$ cat config.mk
export PLATFORM = sky130hd
export DESIGN_NAME = vga_sync_rx
export DESIGN_NICKNAME = d
export VERILOG_FILES = /design/src/rtl/vga_sync_rx.sv
export SDC_FILE = /design/constraint.sdc
export NUM_CORES = 1
export LEC_CHECK = 0
export ABC_AREA = 1
export BUFFER_PORTS_ARGS = -buffer_cell sky130_fd_sc_hd__buf_2
export CORE_MARGIN = 4
export CORE_UTILIZATION = 35
export DETAILED_ROUTE_END_ITERATION = 8
export PLACE_DENSITY = 0.56
export SLEW_MARGIN = 10
export SYNTH_ARGS = -nofsm -noshare
export SYNTH_HDL_FRONTEND = slang
export SYNTH_SLANG_ARGS = --single-unit
$ cat constraint.sdc
create_clock -name clk -period 3.9 [get_ports clk]
set_clock_uncertainty 0.15 [all_clocks]
set_input_delay 0.975 -clock clk [delete_from_list [all_inputs] [get_ports clk]]
set_output_delay 0.975 -clock clk [all_outputs]
set_load 0.01 [all_outputs]
$ cat src/rtl/vga_sync_rx.sv
// vga_sync_rx: receive-side 640x480@60 timing recovery.
// Samples active-low HS/VS at the pixel clock and rebuilds x/y/blank, locked to
// the incoming sync phase. Recovered x/y lag the transmitter counters by 2 clocks.
// Optional build macro: VGA_RX_MEASURE_EN enables the line/frame period counters
// behind h_meas/v_meas. When it is undefined those ports read 0.
module vga_sync_rx #(
  parameter int H_ACTIVE     = 640,
  parameter int H_TOTAL      = 800,
  parameter int H_SYNC_START = 656,
  parameter int V_ACTIVE     = 480,
  parameter int V_TOTAL      = 525,
  parameter int V_SYNC_START = 490,
  parameter int LOCK_LINES   = 4
) (
  input  logic       clk,
  input  logic       reset,
  input  logic       HS,
  input  logic       VS,
  output logic [9:0] x,
  output logic [9:0] y,
  output logic       blank,
  output logic       locked,
  output logic       frame_start,
  output logic       sync_err,
  output logic [9:0] h_meas,
  output logic [9:0] v_meas
);

  localparam logic [9:0] H_LAST = 10'(H_TOTAL - 1);
  localparam logic [9:0] V_LAST = 10'(V_TOTAL - 1);
  localparam logic [9:0] H_LOAD = 10'(H_SYNC_START);
  localparam logic [9:0] V_LOAD = 10'(V_SYNC_START);
  localparam logic [9:0] H_PRE  = 10'(H_SYNC_START - 1);
  localparam logic [9:0] V_PRE  = 10'(V_SYNC_START - 1);
  localparam logic [9:0] H_ACT  = 10'(H_ACTIVE);
  localparam logic [9:0] V_ACT  = 10'(V_ACTIVE);
  localparam int CW  = $clog2(LOCK_LINES + 1);
  localparam int WDW = $clog2(2 * H_TOTAL + 1);
  localparam logic [CW-1:0]  LOCK_LAST = CW'(LOCK_LINES - 1);
  localparam logic [WDW-1:0] WD_LIMIT  = WDW'(2 * H_TOTAL - 1);

  typedef enum logic [1:0] {SEARCH, VWAIT, VCHECK, LOCKED} state_t;

  logic           hs_d1_reg, hs_d2_reg, vs_d1_reg, vs_d2_reg;
  logic           hs_fall, vs_fall;
  logic           hs_in_phase, vs_in_phase, wd_expired;
  logic [9:0]     x_reg, y_reg;
  logic [WDW-1:0] wd_reg;
  logic [CW-1:0]  lock_cnt_reg;
  logic           first_reg;
  logic           locked_reg, sync_err_reg;
  state_t         state_reg;

  // Two-stage input sampling; idle-high reset value avoids a fall on release.
  always_ff @(posedge clk) begin
    if (reset) begin
      hs_d1_reg <= 1'b1;
      hs_d2_reg <= 1'b1;
      vs_d1_reg <= 1'b1;
      vs_d2_reg <= 1'b1;
    end else begin
      hs_d1_reg <= HS;
      hs_d2_reg <= hs_d1_reg;
      vs_d1_reg <= VS;
      vs_d2_reg <= vs_d1_reg;
    end
  end

  assign hs_fall     = hs_d2_reg & ~hs_d1_reg;
  assign vs_fall     = vs_d2_reg & ~vs_d1_reg;
  // Edges are judged against the counter value they are about to overwrite.
  assign hs_in_phase = (x_reg == H_PRE);
  assign vs_in_phase = (y_reg == V_PRE) && (x_reg == H_LAST);
  assign wd_expired  = (wd_reg == WD_LIMIT) && !hs_fall;

  // Free-running pixel/line counters, re-phased by every sync fall.
  always_ff @(posedge clk) begin
    if (reset) begin
      x_reg <= '0;
      y_reg <= '0;
    end else begin
      if (hs_fall)
        x_reg <= H_LOAD;
      else if (x_reg == H_LAST)
        x_reg <= '0;
      else
        x_reg <= x_reg + 10'd1;

      if (vs_fall)
        y_reg <= V_LOAD;
      else if (x_reg == H_LAST)
        y_reg <= (y_reg == V_LAST) ? 10'd0 : y_reg + 10'd1;
    end
  end

  // Watchdog: clocks since the last HS fall, saturating at the timeout point.
  always_ff @(posedge clk) begin
    if (reset)
      wd_reg <= '0;
    else if (hs_fall)
      wd_reg <= '0;
    else if (wd_reg != WD_LIMIT)
      wd_reg <= wd_reg + 1'b1;
  end

  // Lock state machine with registered locked/sync_err flags.
  always_ff @(posedge clk) begin
    if (reset) begin
      state_reg    <= SEARCH;
      lock_cnt_reg <= '0;
      first_reg    <= 1'b1;
      locked_reg   <= 1'b0;
      sync_err_reg <= 1'b0;
    end else begin
      sync_err_reg <= 1'b0;
      case (state_reg)
        SEARCH: begin
          if (hs_fall) begin
            first_reg <= 1'b0;
            // The very first edge has nothing to be compared with.
            if (first_reg || hs_in_phase) begin
              if (lock_cnt_reg == LOCK_LAST) begin
                lock_cnt_reg <= '0;
                state_reg    <= VWAIT;
              end else begin
                lock_cnt_reg <= lock_cnt_reg + 1'b1;
              end
            end else begin
              lock_cnt_reg <= '0;
            end
          end
        end
        VWAIT: begin
          if (wd_expired || (hs_fall && !hs_in_phase))
            state_reg <= SEARCH;
          else if (vs_fall)
            state_reg <= VCHECK;
        end
        VCHECK: begin
          if (wd_expired || (hs_fall && !hs_in_phase)) begin
            state_reg <= SEARCH;
          end else if (vs_fall && vs_in_phase) begin
            state_reg  <= LOCKED;
            locked_reg <= 1'b1;
          end
        end
        LOCKED: begin
          if (wd_expired || (hs_fall && !hs_in_phase) || (vs_fall && !vs_in_phase)) begin
            state_reg    <= SEARCH;
            locked_reg   <= 1'b0;
            sync_err_reg <= 1'b1;
          end
        end
        default: begin
          state_reg  <= SEARCH;
          locked_reg <= 1'b0;
        end
      endcase
    end
  end

  assign x           = x_reg;
  assign y           = y_reg;
  assign locked      = locked_reg;
  assign sync_err    = sync_err_reg;
  assign blank       = ~locked_reg | (x_reg >= H_ACT) | (y_reg >= V_ACT);
  assign frame_start = locked_reg & (x_reg == 10'd0) & (y_reg == 10'd0);

`ifdef VGA_RX_MEASURE_EN
  logic [9:0] h_cnt_reg, v_cnt_reg, h_meas_reg, v_meas_reg;
  logic [9:0] v_cnt_inc;
  logic       h_seen_reg, v_seen_reg;

  // HS falls seen so far in this frame, including one arriving this cycle.
  assign v_cnt_inc = (hs_fall && v_cnt_reg != 10'd1023) ? v_cnt_reg + 10'd1 : v_cnt_reg;

  // Period counters; the first edge after reset only starts the count.
  always_ff @(posedge clk) begin
    if (reset) begin
      h_cnt_reg  <= '0;
      v_cnt_reg  <= '0;
      h_meas_reg <= '0;
      v_meas_reg <= '0;
      h_seen_reg <= 1'b0;
      v_seen_reg <= 1'b0;
    end else begin
      if (hs_fall) begin
        h_cnt_reg  <= 10'd1;
        h_seen_reg <= 1'b1;
        if (h_seen_reg)
          h_meas_reg <= h_cnt_reg;
      end else if (h_cnt_reg != 10'd1023) begin
        h_cnt_reg <= h_cnt_reg + 10'd1;
      end

      if (vs_fall) begin
        v_cnt_reg  <= '0;
        v_seen_reg <= 1'b1;
        if (v_seen_reg)
          v_meas_reg <= v_cnt_inc;
      end else begin
        v_cnt_reg <= v_cnt_inc;
      end
    end
  end

  assign h_meas = h_meas_reg;
  assign v_meas = v_meas_reg;
`else
  assign h_meas = '0;
  assign v_meas = '0;
`endif

endmodule

# ---- Yosys cells after proc, flatten, opt, wreduce, memory -nomap -nowiden
# Index checks and enable logic that the tools add are counted.
dict set report op_classes {
  n_bitwise 10
  n_mux 21
  n_addsub 4
  n_shift 0
  order_cmp 2
  div_mod_pow 0
  reduce_logical 23
  n_mul 0
  n_eq_ne 18
}
# op n
set ops {}
lappend ops {{10-bit == test, second input constant} 3}
lappend ops {{10-bit two-way mux} 3}
lappend ops {{10-bit by 1-bit adder with 10-bit output, second input constant} 2}
lappend ops {{10-bit zero test} 2}
lappend ops {{9-bit two-way mux} 2}
lappend ops {{2-bit two-way mux} 8}
lappend ops {{2-bit != test, second input constant} 6}
lappend ops {{11-bit by 1-bit adder with 11-bit output, second input constant} 1}
lappend ops {{11-bit == test, second input constant} 1}
lappend ops {{11-bit != test, second input constant} 1}
lappend ops {{10-bit by 9-bit == test with 1-bit output, second input constant} 1}
lappend ops {{10-bit >= comparator, second input constant} 1}
lappend ops {{10-bit by 9-bit >= comparator with 1-bit output, second input constant} 1}
lappend ops {{2-bit case mux with 4 select lines} 1}
lappend ops {{3-bit two-way mux} 2}
lappend ops {{3-bit != test, second input constant} 2}
lappend ops {{6-bit AND reduction} 1}
lappend ops {{2-bit OR reduction} 3}
lappend ops {{1-bit logical AND} 5}
lappend ops {{1-bit AND} 4}
lappend ops {{2-bit == test, second input constant} 2}
lappend ops {{1-bit two-way mux} 4}
lappend ops {{1-bit NOT} 4}
lappend ops {{4-bit AND reduction} 1}
lappend ops {{11 further kinds} 17}
dict set report word_totals {
  romBits 0
  register_bits 43
  latch_bits 0
  mem_bits_rw 0
  in_bits 4
  elab_cells 92
  out_inout_bits 44
  memories 0
}

# ---- Depth between registers and ports, before layout
dict set report logic_depth {
  depth_word 8
  ltp_mapped 12
  depth_no_buf 12
}

# ---- Least setup slack after synthesis
# No wires, ideal clock.
dict set report synth_timing {
  path_kind {flip-flop to output port}
  start {register x_reg[0] (netlist: x[0])}
  end {output frame_start}
  path_buffers 0
  path_stages_with_launch 7
  arrival_ps 1155
  slack_ps 1620
  t_required_ps 2775
  cell_sequence {dfxtp_1 > inv_1 > ha_1 > nand2_1 > nor3_1 > nand4_1 > nor4_1}
}
dict set report synth_via {
  elab_chain_cells 3
}
# element line
set synth_lines {}
lappend synth_lines {{start: declaration} 47} ;# logic [9:0] x_reg, y_reg;
lappend synth_lines {{start signal: assignment} 87} ;# x_reg <= x_reg + 10'd1;
lappend synth_lines {{10-bit zero test} 167} ;# assign frame_start = locked_reg & (x_reg == 10'd0) & (y_reg == 10'd0);
lappend synth_lines {{1-bit AND (2 in a row)} 167}
lappend synth_lines {{end: declaration} 23} ;# output logic frame_start,
# Every way passes these cells.

# ---- Worst setup path after layout
# Same ends and word-level chain as after synthesis.

==> results_dict.tcl <==
set metrics [dict create \
    status "finished, final reports clean" \
    cts_resized 0 \
    totalWireLength_um 5059 \
    final_hold_viol_count 0 \
    yosysSeqAreaShare 0.3554 \
    cts_buffers 5 \
    reg2reg_slack_ns 1.87 \
    post_dp_cell_area_mm2 0.002549 \
    p_leak_nw 1.152 \
    crit_required_ns 2.77 \
    dr_total_vias 2102 \
    cpPeakStageDelay_ns 0.35 \
    maxClockFrequency_mhz 375.8 \
    grt_antenna_before_repair 0 \
    r2r_end "y[5]" \
    p_sw_frac 0.2515 \
    p_int_mw 0.6963 \
    drv_cap 0 \
    reg2reg_from "x[0]" \
    cts_buffer_depth 2 \
    largest_reg_flops 11 \
    synthCells 344 \
    critPathKind "flip-flop to output port" \
    yosysTopAreaCell "dfxtp_1" \
    fillCellCount 747 \
    syn_to_final_growth_pct 10.07 \
    crit_end "frame_start" \
    ir_drop_uv 134.5 \
    htree_levels 2 \
    path_cells "inv_1, ha_1, nand2_1, nor3_1, nand4_1, nor4_1, buf_2" \
    core_area_mm2 0.006756 \
    ant_nets 0 \
    cts_setup_buffers 0 \
    grt_pass1_vias 2019 \
    ioPinCount 48 \
    syn_avg_cell_area_um2 7.042 \
    start_util 0.3585 \
    syn_area_mm2 0.002422 \
    p_clk_frac 0.387 \
    clock_latency_ns 0.30 \
    drt-pass1-iter-count 4 \
    track_usage 0.1296 \
    hp-class "flip-flop to flip-flop" \
    arrival_ns 1.54 \
    synth_edf_count 0 \
    async_flop_share 0 \
    die_w_um 91.19 \
    place_ws_ns 1.559 \
    min_period_ns 2.661 \
    stdcell_area_mm2 0.002666 \
    rsz0062_at_grt "false" \
    holdBufCountCts 0 \
    ys_seq_elements 43 \
    dpl.hpwl_um 3858 \
    cts.sinks 43 \
    pwr-share-comb 0.105 \
    rows 30 \
    dieArea_mm2 0.008316 \
    ff2ff_path_depth 10 \
    power_switching_mw 0.2340 \
    netlist_top_cells_area "dfxtp_1 36%, nand2_1 9.3%, inv_1 7.7%, buf_4 6.2%, nor2_1 5.4%" \
    fin_tns_setup_ns 0 \
    whs_path_depth 2 \
    p_per_area_mw_per_mm2 348.9 \
    antennaDiodeCount 0 \
    grt_pass1_wl_um 9066 \
    fin_ws_ns 1.239 \
    crit_fanout 5 \
    synth.distinct_cells 33 \
    cts_root_buf "clkbuf_8" \
    final_max_slew_viol_count 0 \
    yosysTopAreaCellShare 0.3554 \
    start_kind "flip-flop" \
    wl_per_cell_um 11.14 \
    clkTransAtPathRegs_ns 0.09 \
    tritoncts "yes" \
    drt_iter0_drc 69 \
    seqPwrFrac 0.507 \
    overflow 0 \
    vias_per_cell 4.630 \
    yosysWarnings 0 \
    synthFlopType "dfxtp_1" \
    cp_slowest_cell "dfxtp_1" \
    port_buffers 27 \
    finalCritPeriodShare 0.6824 \
    fin_nets 384 \
    grt_max_degree 18 \
    routabilityCongestion 0.8325 \
    chipHeight_um 91.19 \
    end_kind "output port" \
    startpoint "x[0]" \
    finalSetupViolations 0 \
    drcViolationCount 0 \
    drive_above_1_share 0.1791 \
]
-- critical path: cells and delay by family, from the launching register on --
| kind | cells | cell delay [ns] |
|---|---|---|
| simple gates | 4 | 0.49 |
| buf+inv | 2 | 0.26 |
| fa+ha+maj | 1 | 0.14 |
| flops | 1 | 0.35 |
-- logic make-up after synthesis --
kind of cell / after synthesis / synth area share
AND/OR/NAND/NOR: 164 / 0.3285
buffers and inverters: 77 / 0.1565
AO/OA/AOI/OAI: 47 / 0.1038
flip-flops: 43 / 0.3554
adder cells (fa/ha/maj): 7 / 0.03616
XOR/XNOR: 5 / 0.01808
other: 1 / 0.001548
-- area by class of cell --
type,count,area [um^2],share of cell area
multi-input cells,243,1254,0.4702
flip-flops and latches,43,860.8,0.3229
inverters,53,198.9,0.07461
repair buffers,27,135.1,0.05068
well taps,80,100.1,0.03754
clock buffers,6,82.58,0.03097
clock inverters,2,35.03,0.01314
-- per-stage QoR --
stage / std cells / util / power, mW / hold slack, ns
floorplan: 363 / - / 0.5685 / 0.2545
global placement: 446 / 0.3772 / 0.5800 / 0.2621
detailed placement: 446 / 0.3772 / 0.5806 / 0.2659
CTS: 454 / 0.3946 / 0.9482 / 0.2849
global route: 454 / 0.3946 / 0.9843 / 0.3255
finish: 454 / 0.3946 / 0.9303 / 0.2815
-- layout by cell type (no fill, tap or decap), types with 2 or more instances in the layout --
| cell type | synthesis | layout |
|---|---|---|
| xor2_1 | 4 | 4 |
| nor2_4 | 2 | 2 |
| or2_2 | 6 | 6 |
| a31oi_1 | 5 | 5 |
| nand2_2 | 7 | 7 |
| nand2_1 | 60 | 60 |
| a211oi_1 | 2 | 2 |
| inv_2 | 2 | 2 |
| conb_1 | 1 | 20 |
| o211ai_1 | 2 | 2 |
| a21oi_1 | 25 | 25 |
| nor2_1 | 35 | 35 |
| o21ai_0 | 12 | 12 |
| dfxtp_1 | 43 | 43 |
| clkbuf_8 | 0 | 6 |
| nand3_2 | 4 | 4 |
| nor3b_1 | 2 | 2 |
| nor4_1 | 3 | 3 |
| nand3_1 | 16 | 16 |
| nor3_1 | 9 | 9 |
| ha_1 | 7 | 7 |
| nor2_2 | 9 | 9 |
| buf_2 | 0 | 27 |
| inv_1 | 50 | 50 |
| nand4_1 | 7 | 7 |
-- Yosys cell counts (3+ instances only) --
| cell type | count |
|---|---|
| buf_4 | 20 |
| a21oi_1 | 25 |
| nand2_1 | 60 |
| xor2_1 | 4 |
| inv_1 | 50 |
| nor4_1 | 3 |
| dfxtp_1 | 43 |
| nand2_2 | 7 |
| o21ai_0 | 12 |
| nand4_1 | 7 |
| nor2_1 | 35 |
| ha_1 | 7 |
| nor3_1 | 9 |
| or2_2 | 6 |
| nor2_2 | 9 |
| nand3_1 | 16 |
| a31oi_1 | 5 |
| nand3_2 | 4 |
-- power by group through the flow --
stage	Sequential [mW]	Combinational (mW)	Clock, mW
global placement	0.482	0.0980	0
global route	0.476	0.113	0.395
CTS	0.472	0.0989	0.377
detailed placement	0.483	0.0980	0
finish	0.472	0.0979	0.360
floorplan	0.483	0.0854	0
-- worst min path at each step --
stage	end	slack, ns	startpoint
4_1_cts	hs_d2_reg	0.28	hs_d1_reg
3_5_place_dp	hs_d2_reg	0.27	hs_d1_reg
6_report	hs_d2_reg	0.28	hs_d1_reg
3_3_place_gp	hs_d2_reg	0.26	hs_d1_reg
2_1_floorplan	hs_d2_reg	0.25	hs_d1_reg
5_1_grt	lock_cnt_reg[2]	0.33	lock_cnt_reg[2]
-- per-layer routing --
layer  up-vias  global-route usage  wire, um
met4         0             0.02638        45
met5         -                   0         0
met1       936              0.1633      2479
met2        44              0.2189      2295
met3         5             0.03894       238
li1       1117                   -         -
Power figures use the tool's default switching activity.
